## config.mk

```make
export PLATFORM = sky130hd
export DESIGN_NAME = act_lut_loader
export DESIGN_NICKNAME = d
export VERILOG_FILES = /design/src/rtl/act_lut_loader.sv
export SDC_FILE = /design/constraint.sdc
export NUM_CORES = 1
export LEC_CHECK = 0
export CAP_MARGIN = 20
export CORE_MARGIN = 2
export CORE_UTILIZATION = 42
export CTS_BUF_LIST = sky130_fd_sc_hd__clkbuf_4 sky130_fd_sc_hd__clkbuf_8 sky130_fd_sc_hd__clkbuf_16
export DETAILED_ROUTE_END_ITERATION = 7
export PLACE_DENSITY = 0.79
export RECOVER_POWER = 25
export SLEW_MARGIN = 20
export SYNTH_ARGS = -nofsm -noshare
export SYNTH_HDL_FRONTEND = slang
export SYNTH_SLANG_ARGS = --single-unit
```

## constraint.sdc

```tcl
create_clock -name clk -period 1.74 [get_ports clk]
set_input_delay 0.348 -clock clk [delete_from_list [all_inputs] [get_ports clk]]
set_output_delay 0.348 -clock clk [all_outputs]
set_load 0.005 [all_outputs]
```

## src/rtl/act_lut_loader.sv

```systemverilog
// Loads one mask-selected segment of the activation LUT from a valid/ready word stream
// and arbitrates the shared activation unit between evaluations and reprogramming.
module act_lut_loader #(
    parameter int unsigned MASK_SIZE = 4,
    parameter int unsigned LUT_DEPTH = 4,
    parameter int unsigned LUT_WIDTH = 32
) (
    input  logic                           clk,
    input  logic                           rst_n,
    input  logic                           start,
    input  logic [MASK_SIZE-1:0]           start_mask,
    input  logic                           abort,
    input  logic                           s_valid,
    input  logic [LUT_WIDTH-1:0]           s_data,
    output logic                           s_ready,
    input  logic                           eval_req,
    output logic                           eval_gnt,
    output logic                           lut_write_enable,
    output logic [MASK_SIZE+LUT_DEPTH-1:0] lut_write_addr,
    output logic [LUT_WIDTH-1:0]           lut_write_data,
    output logic                           busy,
    output logic                           done,
    output logic                           err
);

    localparam int unsigned ADDR_W = MASK_SIZE + LUT_DEPTH;
    localparam logic [LUT_DEPTH-1:0] LAST_IDX = '1;

    typedef enum logic [1:0] {
        IDLE  = 2'd0,
        DRAIN = 2'd1,
        LOAD  = 2'd2,
        FLUSH = 2'd3
    } state_t;

    state_t                 state, state_d;
    logic [LUT_DEPTH-1:0]   index, index_d;
    logic [MASK_SIZE-1:0]   mask, mask_d;
    logic                   we_d, done_d, err_d;
    logic [ADDR_W-1:0]      addr_d;
    logic [LUT_WIDTH-1:0]   data_d;
    logic                   beat;

    assign s_ready  = (state == LOAD);
    assign beat     = s_ready & s_valid;
    assign busy     = (state != IDLE);
    // start wins the unit over a same-cycle evaluation request
    assign eval_gnt = (state == IDLE) & eval_req & ~start;

    always_ff @(posedge clk or negedge rst_n) begin
        if (!rst_n) begin
            state            <= IDLE;
            index            <= '0;
            mask             <= '0;
            lut_write_enable <= 1'b0;
            lut_write_addr   <= '0;
            lut_write_data   <= '0;
            done             <= 1'b0;
            err              <= 1'b0;
        end else begin
            state            <= state_d;
            index            <= index_d;
            mask             <= mask_d;
            lut_write_enable <= we_d;
            lut_write_addr   <= addr_d;
            lut_write_data   <= data_d;
            done             <= done_d;
            err              <= err_d;
        end
    end

    always_comb begin
        state_d = state;
        index_d = index;
        mask_d  = mask;
        we_d    = 1'b0;
        addr_d  = lut_write_addr;
        data_d  = lut_write_data;
        done_d  = 1'b0;
        err_d   = 1'b0;
        case (state)
            IDLE: begin
                if (start) begin
                    mask_d  = start_mask;
                    index_d = '0;
                    state_d = DRAIN;
                end
            end
            // one idle cycle lets an evaluation granted last cycle leave the unit
            DRAIN: begin
                if (abort) begin
                    state_d = IDLE;
                    err_d   = 1'b1;
                end else begin
                    state_d = LOAD;
                end
            end
            LOAD: begin
                if (beat) begin
                    we_d    = 1'b1;
                    addr_d  = {mask, index};
                    data_d  = s_data;
                    index_d = index + LUT_DEPTH'(1);
                end
                // an abort still lets a same-cycle beat reach the LUT, but suppresses done
                if (abort) begin
                    state_d = IDLE;
                    err_d   = 1'b1;
                end else if (beat && (index == LAST_IDX)) begin
                    state_d = FLUSH;
                end
            end
            FLUSH: begin
                state_d = IDLE;
                done_d  = 1'b1;
            end
            default: state_d = IDLE;
        endcase
    end

endmodule

```

# Word level (Yosys, flattened, before mapping)
# Index checks and enable logic that the tools add are counted.
[word_totals]
reg_bits = 53
inputBits = 42
output_inout_bits = 46
elab_cells = 42
[classes]
n_addsub = 1
n_eq_ne = 7
n_mux = 13
n_bitwise = 4
n_reduce_logical = 9
[ops]
columns = ["cell", "n"]
rows = [
  ["two-way mux 2 bit", 4],
  ["two-way mux 4 bit", 2],
  ["one-hot mux 2 bit (4 select lines)", 1],
  ["one-hot mux 4 bit (2 select lines)", 1],
  ["AND reduction 2 bit", 3],
  ["two-way mux 1 bit", 5],
  ["adder 4 x 1 -> 4 bit, second input constant", 1],
  ["equality test 2 bit, second input constant", 2],
  ["equality test 4 bit, second input constant", 1],
  ["nonzero test 2 bit", 2],
  ["AND 1 bit", 3],
  ["inequality test 3 x 2 -> 1 bit, second input constant", 1],
  ["AND reduction 3 bit", 1],
  ["equality test 2 x 1 -> 1 bit, second input constant", 1],
  ["zero test 2 bit", 1],
  ["inequality test 2 x 1 -> 1 bit, second input constant", 1],
  ["inequality test 2 bit, second input constant", 1],
  ["OR reduction 2 bit", 1],
  ["logical AND 1 bit", 1],
  ["NOT 1 bit", 1],
]

# Depth between registers and ports, before layout
[depth]
ltp_word = 6
ltp_mapped = 6
depth_no_buf = 5

# Worst setup path before layout
# No wires, ideal clock.
[synth_path]
path_kind = "register -> register"
from = "register state[0]"
to = "register index[2]"
setup_time_ns = 0.069
arrival_time_ns = 1.386
t_required_ns = 1.671
slack_ns = 0.285
stages_incl_launch_ff = 6
path_buffers = 0
synth_period_minus_slack_ns = 1.455
path_cell_list = "dfrtp_1 inv_1 ha_1 nor2b_4 or4b_1 nand3_1"
[synth_via]
elab_chain_len = 4
word_cells_on_any_way = 8
cone_classes = "3 x eq/ne; 1 x mux; 1 x bitwise; 3 x reduce/logical"
[synth_rtl]
columns = ["element", "line", "source"]
rows = [
  ["from (decl)", "36", "state_t state, state_d;"],
  ["from (signal assigned)", "61", "state <= state_d;"],
  ["equality test 2 bit", "44, 81", ""],
  ["AND 1 bit", "45", "assign beat = s_ready & s_valid;"],
  ["inequality test 2 x 1 -> 1 bit (no line)", "--", ""],
  ["AND reduction 3 bit (no line)", "--", ""],
  ["to (signal assigned)", "62", "index <= index_d;"],
  ["to (decl)", "37", "logic [LUT_DEPTH-1:0] index, index_d;"],
]
# Several ways; a longest one is shown, not always the timed one.
# A chain may end at the register's enable or synchronous reset.

# Worst setup path in the final report
[layout_path]
from = "register state[0]"
to = "output port eval_gnt"
[layout_via]
elab_chain_len = 3
[layout_rtl]
columns = ["element", "line", "source"]
rows = [
  ["zero test 2 bit", "48", "assign eval_gnt = (state == IDLE) & eval_req & ~start;"],
  ["AND 1 bit (2 in a row)", "48", ""],
  ["to (decl)", "17", "output logic eval_gnt,"],
]
# Every way passes these cells.

==> impl_results.md <==
* Status: finished clean
* GPL Wtd Cong at slightly below 0.8
* Initial Util at 44.26%
* Req. time, crit path at around 1.4 ns
* Post-route cell area at 0.003306 mm²
* Power, Total at 4.992 mW
* Vias per cell at between 4 and 5
* Most area-consuming cells after synthesis: dfrtp_1, mux2_2, ha_1
* DP Area at roughly 0.0031 mm²
* DRT Pass-1 Iters at 4
* Final hold vios at 0
* Largest net degree at the start of global routing at 38
* Final Non-Filler Cells at roughly 320
* Die Ht at 75.25 µm
* CTS Sinks at 53
* Final setup viols at 0
* Worst-case clock skew at approximately 0.0029 ns
* Period utilisation layout at approximately 96%
* CTS max path bufs at 2
* Routed wire per std cell at 13.87 µm
* Drt drc at 0
* Syn Inst Count at ~150
* Post-Syn Nets at 192
* Layout Utilization at around two thirds
* Total gr overflow at 0
* PortBufs at 87
* Die area at 0.005663 mm²
* DP HPWL at between 3000 and 4000 µm
* Post-Syn Area per Cell at roughly 15 µm²
* P&R area growth vs syn at 55.05%
* Pre-CTS setup slack at -0.1708 ns
* Clock root buffer: clkbuf_8
* Clock group share of total power at around 14%
* Share of layout cells above drive strength 1 at roughly 29%
* Filler cells at between 300 and 400
* Final setup margin at between 0.06 and 0.07 ns
* Sw power at 1.327 mW
* Yosys top cell by area: dfrtp_1
* Library cells used by synthesis at 24
* Yosys warnings at 0
* Initial DRC count at 20
* Register share of total power at 40.1%
* Worst hold path class: register to register
* TritonCTS Buffers at 5
* CTS tree: built
* Internal Power at roughly 3.7 mW
* Minimum clock period at 1.675 ns
* Initial antenna violation count at 0
* Slew at the pin closest to its max-slew limit at between 0.9 and 1 ns
* Max-slew headroom at between 30% and 40%
* Rows at 25
* Register area at between 0.001 and 0.0015 mm²
* GR Util All Layers at 15.66%
* FMAX at approximately 600 MHz
* Placed Cells at between 300 and 400
* Pwr/cell area at about 1500 mW/mm²
* Critical path data arrival time at approximately 1.3 ns
* Post-synthesis sequential area ratio at roughly 62%
* Antenna Cells at 0
* Worst setup SP type: register
* Logic pwr share at approximately 46%
* H-tree depth at 2
* Vias in the first global route at approximately 1500
* IO Count at 88
* VDD IR max at roughly 0.8 mV
* ANT nets after route at 0
* Setup TNS at 0 ns
* Crit end category: output port
* FF+latch count, synth at 53
* Crit path max fanout at 3
* Die W at ~75 µm
* Cell Area, Synth at ~0.0021 mm²
* WS Path Type: register to output port
* CTS clk-pin slew, worst paths at about 0.080 ns
* Routed vias at ~1500
* First-pass GRT wire length at between 6000 and 7000 µm
* Leak Pwr at 1.482 nW
* Share of the synthesized area in the top cell type at between 60% and 70%
* Max-Cap Viols at 0
* Area occupied by multi-input gates at about 780 µm²
* Core Area at between 0.004 and 0.005 mm²
* Sw Ratio at a little over a quarter
* Final WL at 4383 µm
* Fin. max-slew vios at 0
* Clk Latency, worst-skew pair at 0.29 ns
* Final #Nets at 296
* Worst hold margin at about 0.50 ns
## cell usage in the layout, fill, tap and decap left out
master,count
a2111oi_0,1
nor2_1,2
buf_12,2
nand2_1,6
clkbuf_4,1
nor2b_4,1
buf_6,1
ha_4,2
nor2b_1,1
mux2_2,43
and2_1,1
clkbuf_8,6
nand4_1,2
clkdlybuf4s50_1,83
buf_4,11
dlygate4sd3_1,1
a21o_1,2
and2_4,1
a22o_1,2
nand2_2,1
nand2b_1,1
or4b_1,2
a21oi_1,1
dlygate4sd2_1,2
dfrtp_1,53
inv_1,3
inv_2,2
nand3_1,4
ha_1,3
o22ai_1,1
mux2i_1,1
o21ai_0,2
buf_2,1
or2b_1,1
clkbuf_1,2
## kinds of logic (layout without fill, tap and decap cells)
family                     count (synthesis)  after routing  share of synthesized area, %
DFF                                       53             53                         62.21
muxes                                     44             44                         23.18
and+or+nand+nor                           23             23                         6.339
buffers and inverters                     11            115                         2.406
AOI/OAI and AO/OA                          9              9                         2.934
adders and majority gates                  5              5                         2.934
## area by class of cell
| cell class | count | share of cell area [%] |
|---|---|---|
| repair buffers | 103 | 30.39 |
| clock buffers | 7 | 2.725 |
| multi-input cells | 81 | 23.66 |
| inverters | 5 | 0.5678 |
| flip-flops and latches | 53 | 40.12 |
| well taps | 67 | 2.536 |
## final timing paths
check	start	end	slack (ns)	cells past startpoint
hold / removal	mask[0]	lut_write_addr[4]	0.50	1
max in group asynchronous	rst_n	lut_write_data[24]	0.30	3
min in group asynchronous	rst_n	lut_write_data[29]	0.73	2
hold reg to reg	mask[0]	lut_write_addr[4]	0.50	1
setup / recovery	state[0]	eval_gnt	0.07	5
setup reg to reg	state[0]	index[2]	0.09	7
## per-layer routing
metal  up-vias  share of wire [%]  GRT usage [%]
met5         -                  0              0
met2        62                 49          24.66
met3         7                 10          6.426
met4         0                1.3          6.043
met1       718                 40          19.42
li1        714                  -              -
## registers in the layout, indices dropped and copies added, names as in the netlist
register,count
lut_write_addr,8
lut_write_data,32
index,4
done,1
err,1
state,2
mask,4
lut_write_enable,1
## repair_timing
item                                    4_1_cts  5_1_grt
gates cloned                                  0        0
buffers inserted                              0        5
endpoints found under the hold margin        16        0
hold buffers                                  1        0
endpoints found under the setup margin        3        2
gates resized for setup                      11        3
pin swaps                                     3        1
## power groups by stage
stage / registers, mW / clock network [mW] / logic, mW
final: 2.00 / 0.680 / 2.31
after global routing: 2.07 / 0.768 / 2.51
after detailed placement: 2.03 / 0 / 2.19
after CTS: 2.01 / 0.718 / 2.23
after global placement: 2.00 / 0 / 2.15
after floorplan: 2.06 / 0 / 0.825
## critical path: stages (launching register included)
cell,delay [ns]
dfrtp_1,0.41
inv_2,0.10
ha_4,0.15
nor2b_4,0.15
and2_4,0.14
buf_2,0.10
## synth_stat cells
| library cell | n |
|---|---|
| a2111oi_0 | 1 |
| a21o_1 | 2 |
| a21oi_1 | 1 |
| a22o_1 | 2 |
| and2_1 | 2 |
| buf_2 | 5 |
| buf_4 | 1 |
| dfrtp_1 | 53 |
| ha_1 | 5 |
| inv_1 | 5 |
| mux2_2 | 43 |
| mux2i_1 | 1 |
| nand2_1 | 6 |
| nand2_2 | 1 |
| nand2b_1 | 1 |
| nand3_1 | 4 |
| nand4_1 | 2 |
| nor2_1 | 2 |
| nor2b_1 | 1 |
| nor2b_4 | 1 |
| o21ai_0 | 2 |
| o22ai_1 | 1 |
| or2b_1 | 1 |
| or4b_1 | 2 |
(Power assumes the default switching activity.)
